==> config.mk <==
export PLATFORM = sky130hd
export DESIGN_NAME = cpu_ifetch_ctrl
export DESIGN_NICKNAME = d
export VERILOG_FILES = /design/src/rtl/cpu_ifetch_ctrl.sv
export SDC_FILE = /design/constraint.sdc
export NUM_CORES = 1
export LEC_CHECK = 0
export CORE_MARGIN = 1
export CORE_UTILIZATION = 45
export CTS_CLUSTER_SIZE = 28
export DETAILED_ROUTE_END_ITERATION = 10
export GPL_ROUTABILITY_DRIVEN = 0
export PLACE_DENSITY = 0.7
export SYNTH_ARGS = -nofsm -noshare
export SYNTH_HDL_FRONTEND = slang
export SYNTH_SLANG_ARGS = --single-unit
==> constraint.sdc <==
create_clock -name clk_i -period 4.63 [get_ports clk_i]
set_input_delay 0.463 -clock clk_i [delete_from_list [all_inputs] [get_ports clk_i]]
set_output_delay 0.463 -clock clk_i [all_outputs]
set_load 0.005 [all_outputs]
==> src/rtl/cpu_ifetch_ctrl.sv <==
// cpu_ifetch_ctrl: instruction fetch controller for the moxie core.
// Issues 32-bit word reads, buffers the returned data as a halfword queue and
// presents decode with the head instruction plus the following 32-bit immediate.
// Optional trace output: define CPU_IFETCH_TRACE_EN to print pops and flushes.
//
// state     | meaning
// ----------+-----------------------------------------------------------------
// S_IDLE    | no request; queue too full to accept another word
// S_REQ     | request at fetch_addr held until ack; ack data is queued
// S_DISCARD | request issued before a flush still outstanding; its data is dropped
module cpu_ifetch_ctrl #(
  parameter logic [31:0] RESET_PC = 32'h0000_1000,
  parameter int          QDEPTH   = 8
) (
  input  logic        clk_i,
  input  logic        rst_i,
  output logic        imem_req_o,
  output logic [31:0] imem_addr_o,
  input  logic        imem_ack_i,
  input  logic [31:0] imem_data_i,
  output logic [15:0] ifid_insn_o,
  output logic [31:0] ifid_insn_data_o,
  output logic        ifid_insn_valid_o,
  output logic        ifid_insn_data_valid_o,
  output logic [31:0] ifid_pc_o,
  input  logic        idif_used_insn_i,
  input  logic        idif_used_data_i,
  input  logic        flush_i,
  input  logic [31:0] flush_pc_i
);

  localparam int PW = $clog2(QDEPTH);
  localparam int CW = PW + 1;

  typedef enum logic [1:0] {S_IDLE, S_REQ, S_DISCARD} state_t;

  state_t          state_q, state_d;
  logic [15:0]     queue_q [QDEPTH];
  logic [PW-1:0]   head_q, tail_q;
  logic [CW-1:0]   count_q;
  logic [31:0]     fetch_addr_q;
  logic [31:0]     discard_addr_q;
  logic [31:0]     pc_q;
  logic            skip_hi_q;

  logic [CW-1:0]   pop_req, pop_amt, push_amt, count_nxt;
  logic            push_en;
  logic            room;

  // Pop/push amounts for this cycle; flush overrides both, oversized pops are ignored.
  always_comb begin
    pop_req = '0;
    if (idif_used_insn_i) pop_req = idif_used_data_i ? CW'(3) : CW'(1);
    pop_amt   = (!flush_i && (pop_req <= count_q)) ? pop_req : '0;
    push_en   = (state_q == S_REQ) && imem_ack_i && !flush_i;
    push_amt  = push_en ? (skip_hi_q ? CW'(1) : CW'(2)) : '0;
    count_nxt = count_q + push_amt - pop_amt;
    // A new word may be requested only if a full word still fits afterwards,
    // which is why the queue can never overflow.
    room      = (count_nxt <= CW'(QDEPTH - 2));
  end

  // Next-state and memory request outputs.
  always_comb begin
    state_d     = state_q;
    imem_req_o  = 1'b0;
    imem_addr_o = fetch_addr_q;
    case (state_q)
      S_IDLE: begin
        if (flush_i || room) state_d = S_REQ;
      end
      S_REQ: begin
        imem_req_o = 1'b1;
        if (flush_i)                 state_d = imem_ack_i ? S_REQ : S_DISCARD;
        else if (imem_ack_i && !room) state_d = S_IDLE;
      end
      S_DISCARD: begin
        imem_req_o  = 1'b1;
        imem_addr_o = discard_addr_q;
        if (imem_ack_i) state_d = S_REQ;
      end
      default: state_d = S_IDLE;
    endcase
  end

  // FSM state register.
  always_ff @(posedge clk_i) begin
    if (rst_i) state_q <= S_IDLE;
    else       state_q <= state_d;
  end

  // Queue pointers, count, fetch address and decode PC.
  always_ff @(posedge clk_i) begin
    if (rst_i) begin
      head_q         <= '0;
      tail_q         <= '0;
      count_q        <= '0;
      fetch_addr_q   <= RESET_PC & ~32'd3;
      discard_addr_q <= '0;
      pc_q           <= RESET_PC;
      skip_hi_q      <= RESET_PC[1];
    end else if (flush_i) begin
      head_q       <= '0;
      tail_q       <= '0;
      count_q      <= '0;
      fetch_addr_q <= flush_pc_i & ~32'd3;
      pc_q         <= flush_pc_i;
      skip_hi_q    <= flush_pc_i[1];
      // Remember the address of the orphaned request so it stays stable until acked.
      if (state_q == S_REQ && !imem_ack_i) discard_addr_q <= fetch_addr_q;
    end else begin
      count_q <= count_nxt;
      head_q  <= head_q + PW'(pop_amt);
      pc_q    <= pc_q + 32'({pop_amt, 1'b0});
      if (push_en) begin
        tail_q       <= tail_q + PW'(push_amt);
        fetch_addr_q <= fetch_addr_q + 32'd4;
        skip_hi_q    <= 1'b0;
      end
    end
  end

  // Halfword storage; big-endian, so the upper halfword goes in first.
  always_ff @(posedge clk_i) begin
    if (push_en) begin
      if (skip_hi_q) begin
        queue_q[tail_q] <= imem_data_i[15:0];
      end else begin
        queue_q[tail_q]          <= imem_data_i[31:16];
        queue_q[tail_q + PW'(1)] <= imem_data_i[15:0];
      end
    end
  end

  // Decode-side outputs, zeroed while their valid flag is low.
  always_comb begin
    ifid_insn_valid_o      = (count_q != '0);
    ifid_insn_data_valid_o = (count_q >= CW'(3));
    ifid_insn_o            = ifid_insn_valid_o ? queue_q[head_q] : 16'h0000;
    ifid_insn_data_o       = ifid_insn_data_valid_o ?
                             {queue_q[head_q + PW'(1)], queue_q[head_q + PW'(2)]} : 32'h0;
    ifid_pc_o              = pc_q;
  end

`ifdef CPU_IFETCH_TRACE_EN
  // Trace of each pop and flush as seen by decode.
  always_ff @(posedge clk_i) begin
    if (!rst_i) begin
      if (flush_i) begin
        $display("flush -> %h", flush_pc_i);
      end else if (pop_amt == CW'(3)) begin
        $display("pop pc=%h insn=%h imm=%h", pc_q, ifid_insn_o, ifid_insn_data_o);
      end else if (pop_amt == CW'(1)) begin
        $display("pop pc=%h insn=%h", pc_q, ifid_insn_o);
      end
    end
  end
`else
  // Default build: no simulation output.
`endif

endmodule

* Word level (Yosys, flattened, before mapping)
Memories as Yosys holds them, arrays and structs flattened. A register that Yosys moved wholly into a read port is not among the register bits.
Cells that the tools add are included.
** Operators by class
- Bitwise operators :: 1
- Reduce and logical (&&, ||, !) cells :: 16
- Div/mod/pow operators :: 0
- Shifts and indexed selects :: 0
- $mul :: 0
- Order comparisons :: 3
- $add $sub $neg :: 9
- Multiplexer cells :: 28
- Equality and inequality tests :: 5
** Operators with widths (count)
- $mux 32 :: 5
- $add 32x3->32 const B :: 1
- $add 32x5->32 :: 1
- $mux 16 :: 2
- $mux 2 :: 9
- $mux 1 :: 9
- $add 3x1->3 const B :: 2
- $pmux 2 s3 :: 1
- $logic_and 1x1->1 :: 5
- $add 4x2->4 :: 1
- $ge 4x2->1 const B :: 1
- $le 4x3->1 const B :: 1
- $le 4x4->1 :: 1
- $mux 4 :: 1
- $ne 2x2->1 const B :: 2
- $reduce_bool 4->1 :: 1
- $reduce_or 2->1 :: 2
- $sub 4x4->4 :: 1
- $add 3x2->3 :: 1
- $add 3x2->3 const B :: 1
- $add 3x3->3 :: 1
- $logic_not 1->1 :: 3
- $mux 3 :: 1
- $ne 3x3->1 const B :: 1
- other kinds (8) :: 8
** Storage, ports and cells
- Memories kept :: 1
- Bits in writable memories :: 128
- Output and inout port bits :: 115
- Word-level logic and storage cells :: 72
- Flip-flop bits (word level) :: 109
- Memory bits (read-only) :: 0
- Input port bits :: 70
- Bits in latches :: 0
** Memory list
- queue_q :: depth 8, bits a word 16, rd ports 3, clocked after memory_dff 1, wr ports 2, RTL line 38 : logic [15:0] queue_q [QDEPTH];

* Longest topological paths before layout
Gate-level depths: netlist of run 1.
- Word-level depth :: 12
- Mapped depth :: 15
- Gate-level depth less buffers :: 14

* Worst setup path before layout of run 1
No wires, ideal clock.
- Path type :: input-to-reg
- Start :: in idif_used_insn_i
- End :: reg state_q[1]
- Data arrival time :: 3.731 ns
- Setup time :: 0.079 ns
- Stages :: 12
- Slack :: 0.820 ns
- Buffers on the path :: 0
- Data required time :: 4.551 ns
- Cells stage by stage :: and2_1 ha_1 a21o_1 a311oi_1 nand2_1 fa_1 inv_1 fa_1 nor4b_1 a311o_1 or3_1 o211ai_1
** On the way
- Longest elaborated chain between the ends :: 10
- Elaborated cells on any way between the ends :: 12
- Classes of those cells :: 1 x add/sub; 2 x order compare; 2 x eq/ne; 2 x mux; 5 x reduce/logical
** Ends and longest elaborated chain
- from (decl) :: RTL line 26 : input logic idif_used_insn_i,
- $mux 2 * :: RTL line 53 : if (idif_used_insn_i) pop_req = idif_used_data_i ? CW'(3) : CW'(1);
- $le 4x4->1 :: RTL line 54 : pop_amt = (!flush_i && (pop_req <= count_q)) ? pop_req : '0;
- $logic_and 1x1->1 :: RTL line 54
- $mux 4 * :: RTL line 54
- $sub 4x4->4 * :: RTL line 57 : count_nxt = count_q + push_amt - pop_amt;
- $le 4x3->1 * :: RTL line 60 : room = (count_nxt <= CW'(QDEPTH - 2));
- $logic_not 1->1 :: RTL line 75 : else if (imem_ack_i && !room) state_d = S_IDLE;
- $logic_and 1x1->1 :: RTL line 75
- $ne 3x3->1 (no line)
- $reduce_and 3->1 (no line) *
- to (signal assigned) :: RTL line 89 : else state_q <= state_d;
- to (decl) :: RTL line 37 : state_t state_q, state_d;
Mark *: on every way between the ends. The rest lies on a longest branch, timed or not.
A chain may end at the register's enable or synchronous reset.

* Worst setup path after layout of run 1
- Start :: in idif_used_data_i
- End :: reg state_q[1]
** On the way
- Longest elaborated chain between the ends :: 11
- Elaborated cells on any way between the ends :: 13
- Classes of those cells :: 1 x add/sub; 2 x order compare; 2 x eq/ne; 3 x mux; 5 x reduce/logical
** Ends and longest elaborated chain
- from (decl) :: RTL line 27 : input logic idif_used_data_i,
- $mux 2 * (2 in a row) :: RTL line 53
- $le 4x4->1 :: RTL line 54
- $logic_and 1x1->1 :: RTL line 54
- $mux 4 * :: RTL line 54
- $sub 4x4->4 * :: RTL line 57
- $le 4x3->1 * :: RTL line 60
- $logic_not 1->1 :: RTL line 75
- $logic_and 1x1->1 :: RTL line 75
- $ne 3x3->1 (no line)
- $reduce_and 3->1 (no line) *
Marks and branches as above.

==> impl_metrics.env, run 1 <==
export IMPL_r2r_end="state_q[1]$_SDFFE_PP0P_"
export IMPL_grt_pass1_vias=11800
export IMPL_syn_inst=1440
export IMPL_slew_viol_final=0
export IMPL_critPathCaptureType="register"
export IMPL_post_cts_setup_buffers=0
export IMPL_ff2ff_setup_slack_ps=850
export IMPL_setup_viol=0
export IMPL_die_w_um=181
export IMPL_hold_buffers=0
export IMPL_avgSynthCellArea_sq_um=10.0
export IMPL_min_period_ps=3810
export IMPL_hp_class="in2reg"
export IMPL_synthSimpleGateAreaFrac=0.169
export IMPL_mappedNetlistArea_sq_um=14400
export IMPL_worst_pin_slew_ps=1060
export IMPL_muxShareOfSynthArea=0.200
export IMPL_drt_drc_violations_left=0
export IMPL_dieHeight_um=181
export IMPL_holdPathStages=2
export IMPL_initial_core_util=0.456
export IMPL_ys_seq_elements=233
export IMPL_multi_input_area_sq_um=7880
export IMPL_wire_per_inst_um=21.2
export IMPL_hold_viol=0
export IMPL_ys_async_sr_fraction=0
export IMPL_crit_path_start_kind="primary input"
export IMPL_critPathKind="in2reg"
export IMPL_n_fill_cell=2692
export IMPL_cp_slowest_cell="fa_1"
export IMPL_maxSlewHeadroom=0.293
export IMPL_dieArea_sq_um=32700
export IMPL_layout_common_cells="a21oi_1 (197), clkdlybuf4s50_1 (180), nor2_1 (176)"
export IMPL_synth_top_family_by_area="multiplexers"
export IMPL_ff_latch_area_sq_um=5950
export IMPL_critPathMaxFanout=4
export IMPL_via_per_inst=6.19
export IMPL_layout_commonest_cell="a21oi_1"
export IMPL_grt_total_usage=0.257
export IMPL_cts_buffers=27
export IMPL_cellPowerDensity_nw_per_um2=340
export IMPL_synth_edf_count=128
export IMPL_final_nets=1666
export IMPL_wl_um=42200
export IMPL_post_cts_resize_count=0
export IMPL_insertion_delay_ps=540
export IMPL_root_buffer="clkbuf_16"
export IMPL_clockBufferDepth=3
export IMPL_ff2ff_path_depth=12
export IMPL_vdd_drop_max_mv=0.249
export IMPL_clk_pin_slew_worst_paths_ps=60
export IMPL_drive_gt1_frac=0.143
export IMPL_p_leak_nw=5.79
export IMPL_ant_nets=0
export IMPL_fmax_ghz=0.263
export IMPL_yosysWarnings=0
export IMPL_area_delta_synth_final_pct=21.3
export IMPL_antenna_found_initial=5
export IMPL_drt_pass1_iter_count=5
export IMPL_cts_tree="built"
export IMPL_drtIter0Drc=1151
export IMPL_num_rows=65
export IMPL_dp_cells=1946
export IMPL_final_cells=1995
export IMPL_yosys_cell_types_count=60
export IMPL_synth_fa_ha_area_frac=0.0226
export IMPL_vias=12400
export IMPL_rsz0062_at_grt="no"
export IMPL_synth_flop_cell="edfxtp_1"
export IMPL_yosysSeqAreaShare=0.413
export IMPL_required_ps=5090
export IMPL_min_period_over_period=0.823
export IMPL_max_cap_violations=0
export IMPL_endpoint="state_q[1]$_SDFFE_PP0P_"
export IMPL_grt_max_degree=76
export IMPL_cts_num_sinks=233
export IMPL_max_stage_delay_ps=590
export IMPL_cp_data_arrival_time_ps=4260
export IMPL_ios=185
export IMPL_rr_startpoint="count_q[1]$_SDFF_PP0_"
export IMPL_outcome="finished clean"
export IMPL_cts_htree_levels=1
export IMPL_crit_start="idif_used_data_i"
export IMPL_port_buffers=182
export IMPL_hpwlAfterDp_um=29200
export IMPL_crit_chain="clkdlybuf4s50_1, and2_1, ha_1, a21o_1, a311oi_1, nand2_1, fa_1, inv_1, fa_1, nor4b_1, a311o_1, or3_1, o211ai_1"
export IMPL_core_region_area_sq_um=31600
export IMPL_grt_pass1_wl_um=66100
export IMPL_grt_overflow=0
export IMPL_crit_path_frequent_cell="fa_1"
export IMPL_synth_compound_area_frac=0.135
export IMPL_finalSetupTns_ps=0
export IMPL_fin_skew_ps=12.0
export IMPL_synthXorXnorAreaFrac=0.0170
[per-stage QoR]
stage	hold slack (ps)	util	instance area (sq um)	setup slack [ps]	total power [mW]
finish	412	0.553	17500	821	5.93
global route	428	0.553	17500	634	6.17
CTS	394	0.553	17500	818	5.95
detailed placement	445	0.526	16600	270	3.88
global placement	438	0.526	16600	403	3.85
floorplan	433	-	14400	820	3.19
[area by class of cell]
class | count | area share
multi-input combinational | 1057 | 0.451
sequential | 233 | 0.341
timing repair buffer | 226 | 0.123
clock buffer | 37 | 0.0426
tap | 402 | 0.0288
clock inverter | 11 | 0.00688
inverter | 28 | 0.00602
antenna | 1 | 0.000143
[synth_stat cells (18+ instances only)]
cell / count / area, sq um
clkbuf_1: 84 / 315
nand4_1: 22 / 138
ha_1: 18 / 225
a21oi_1: 197 / 986
nand2_1: 147 / 552
o21a_1: 20 / 150
buf_2: 29 / 145
nand3_1: 31 / 155
mux2i_1: 43 / 430
a21boi_0: 18 / 135
nor3_1: 29 / 145
mux4_2: 95 / 2140
o21ai_0: 22 / 110
and4_1: 19 / 166
dfxtp_1: 105 / 2100
inv_1: 27 / 101
nor2_1: 176 / 661
edfxtp_1: 128 / 3840
mux2_2: 28 / 315
[critical path: cells and delay by family]
kind	cells	cell delay [ps]
AO/OA/AOI/OAI	4	950
adder cells (fa/ha/maj)	3	1450
buffers and inverters	2	550
AND/OR/NAND/NOR	4	840
[metal layers]
layer,part of all wire,up-vias,GRT usage
met5,0.0013,-,0
met4,0.039,8,0.107
met3,0.088,118,0.0496
met2,0.48,606,0.437
met1,0.39,5966,0.320
li1,-,5659,-
[registers in the layout, indices dropped and copies added (netlist names)]
register / flops
tail_q: 3
count_q: 4
head_q: 3
state_q: 2
queue_q: 128
discard_addr_q: 30
fetch_addr_q: 30
ifid_pc_o: 32
skip_hi_q: 1
[how the worst min path moves through the flow]
stage | slack [ps] | endpoint | startpoint
after floorplan | 430 | discard_addr_q[10]$_SDFFE_PP0P_ | discard_addr_q[10]$_SDFFE_PP0P_
after CTS | 390 | skip_hi_q$_SDFFE_PP0P_ | rst_i
after global placement | 440 | discard_addr_q[23]$_SDFFE_PP0P_ | discard_addr_q[23]$_SDFFE_PP0P_
after detailed placement | 440 | discard_addr_q[25]$_SDFFE_PP0P_ | discard_addr_q[25]$_SDFFE_PP0P_
after global routing | 430 | ifid_pc_o[1]$_SDFF_PP0_ | rst_i
final | 410 | skip_hi_q$_SDFFE_PP0P_ | rst_i
[power breakdown]
part           internal (mW)  leakage, nW  switching [mW]
sequential              2.29         2.02           0.102
clock                   1.23        0.417           0.850
combinational          0.735         3.36           0.723
total                   4.26         5.79            1.67
[kinds of logic (layout without fill, tap and decap cells)]
logic type                 count (synthesis)  in the layout
xor gates and xnor gates                  28             28
buffers and inverters                    151            302
muxes                                    166            166
other                                      1              3
DFF                                      233            233
and+or+nand+nor                          511            511
adders and majority gates                 23             23
AOI/OAI and AO/OA                        327            327
No activity file was read; power rests on OpenSTA's default activity.
==> run 2, diff against run 1 <==
==> constraint.sdc (replaced) <==
create_clock -name clk_i -period 3.8 [get_ports clk_i]
set_input_delay 0.38 -clock clk_i [delete_from_list [all_inputs] [get_ports clk_i]]
set_output_delay 0.38 -clock clk_i [all_outputs]
set_load 0.005 [all_outputs]
==> impl_metrics.env, run 2 (same netlist as run 1, synthesis figures left out) <==
export IMPL_max_cap_violations=0
export IMPL_maxSlewHeadroom=0.318
export IMPL_whs_ps=324
export IMPL_wire_per_inst_um=21.2
export IMPL_worst_pin_slew_ps=1020
export IMPL_num_rows=65
export IMPL_hpwlAfterDp_um=29800
export IMPL_drt_drc_violations_left=0
export IMPL_rsz0062_at_grt="no"
export IMPL_fin_ws_ps=251
export IMPL_dieHeight_um=181
export IMPL_n_fill_cell=2697
export IMPL_grt_max_degree=97
export IMPL_insertion_delay_ps=530
export IMPL_wl_um=42700
export IMPL_grt_pass1_vias=12000
export IMPL_dieArea_sq_um=32700
export IMPL_drive_gt1_frac=0.155
export IMPL_via_per_inst=6.16
export IMPL_fin_skew_ps=9.69
export IMPL_cellPowerDensity_nw_per_um2=421
export IMPL_post_cts_setup_buffers=0
export IMPL_critPathKind="in2reg"
export IMPL_cts_num_sinks=233
export IMPL_fmax_ghz=0.282
export IMPL_grt_total_usage=0.260
export IMPL_slew_viol_final=0
export IMPL_final_nets=1685
export IMPL_final_cells=2012
export IMPL_dp_slack_ps=-297
export IMPL_holdPathStages=3
export IMPL_layout_common_cells="a21oi_1 (197), clkdlybuf4s50_1 (180), nor2_1 (176)"
export IMPL_area_delta_synth_final_pct=23.0
export IMPL_dp_cells=1967
export IMPL_ant_nets=0
export IMPL_hold_viol=0
export IMPL_critPathMaxFanout=4
export IMPL_initial_core_util=0.456
export IMPL_grt_overflow=0
export IMPL_power_mw=7.45
export IMPL_grt_pass1_wl_um=66900
export IMPL_layout_commonest_cell="a21oi_1"
export IMPL_setup_viol=0
export IMPL_root_buffer="clkbuf_16"
export IMPL_cp_data_arrival_time_ps=4010
export IMPL_cts_tree="built"
export IMPL_min_period_ps=3550
export IMPL_clockBufferDepth=3
export IMPL_largest_reg_flops=128
export IMPL_drtIter0Drc=1263
export IMPL_ios=185
export IMPL_vdd_drop_max_mv=0.297
export IMPL_core_region_area_sq_um=31600
export IMPL_crit_path_start_kind="primary input"
export IMPL_die_w_um=181
export IMPL_ff2ff_path_depth=13
export IMPL_clk_pin_slew_worst_paths_ps=60
export IMPL_drt_pass1_iter_count=5
export IMPL_p_leak_nw=5.93
export IMPL_regMostFlops="queue_q"
export IMPL_critPathCaptureType="register"
export IMPL_vias=12400
export IMPL_hp_class="in2reg"
export IMPL_cts_htree_levels=1
export IMPL_port_buffers=182
export IMPL_antenna_found_initial=2
export IMPL_outcome="finished clean"
export IMPL_required_ps=4260
export IMPL_min_period_over_period=0.934
export IMPL_cts_buffers=25
export IMPL_post_route_util=0.561
[run 2: cell types whose count changed in the layout (fill, tap and decap cells not counted), sizes merged]
cell    previous run  this run
clkbuf            37        32
buf               46        67
bufinv             2         6
clkinv             7         5
inv               28        27
[run 2: final cells by class]
type,count,area (sq um),area share
Inverter,28,109,0.00615
Tap cell,402,503,0.0284
Clock inverter,12,211,0.0119
Multi-Input combinational cell,1057,7880,0.445
Timing Repair Buffer,247,2350,0.133
Sequential cell,233,5950,0.336
Clock buffer,32,693,0.0392
Antenna cell,1,2.50,0.000141
[run 2: per-layer routing]
metal / track usage / wire length, um / share of wire
met1: 0.325 / 16300 / 0.38
met2: 0.448 / 21000 / 0.49
met3: 0.0502 / 3990 / 0.093
met4: 0.0944 / 1410 / 0.033
met5: 0 / 13 / 0.00030
[run 2: metrics by stage]
step                      cell area, sq um  TNS, ps
final                                17700        0
after global routing                 17700        0
after CTS                            17700        0
after detailed placement             16800     -742
after global placement               16800     -292
after floorplan                      14400        0
[run 2: worst max-delay path, cell delays in order]
cell and delay (ps):
clkdlybuf4s50_1 420, and2_1 170, ha_1 280, a21o_1 160
a311oi_1 260, buf_4 160, nand2_1 80, fa_1 540
inv_1 70, fa_1 580, nor4b_1 70, a311o_1 370
or3_1 370, o211ai_1 90
[run 2: power by group]
part,internal [mW],leakage (nW),switching [mW]
Clock,1.69,0.446,1.02
Combinational,0.937,3.47,0.892
Sequential,2.79,2.02,0.125
Total,5.41,5.93,2.03
[run 2: worst paths after layout]
| kind | endpoint | slack (ps) | from |
|---|---|---|---|
| min reg2reg | discard_addr_q[20]$_SDFFE_PP0P_ | 450 | discard_addr_q[20]$_SDFFE_PP0P_ |
| max | state_q[1]$_SDFFE_PP0P_ | 250 | idif_used_insn_i |
| min | fetch_addr_q[12]$_SDFFE_PP1P_ | 320 | flush_i |
| max reg2reg | state_q[1]$_SDFFE_PP0P_ | 290 | count_q[0]$_SDFF_PP0_ |
[run 2: what timing repair did]
action / 4_1_cts / 5_1_grt
resized for setup: 0 / 1
setup endpoints to repair: 0 / 1
hold buffers: 0 / 0
==> run 3, diff against run 2 <==
--- a/config.mk
+++ b/config.mk
@@ -5,7 +5,6 @@
 export SDC_FILE = /design/constraint.sdc
 export NUM_CORES = 1
 export LEC_CHECK = 0
-export CORE_MARGIN = 1
 export CORE_UTILIZATION = 45
 export CTS_CLUSTER_SIZE = 28
 export DETAILED_ROUTE_END_ITERATION = 10
==> results of run 3 <==
The final DEF is identical to that of run 2; final timing and power are the same.
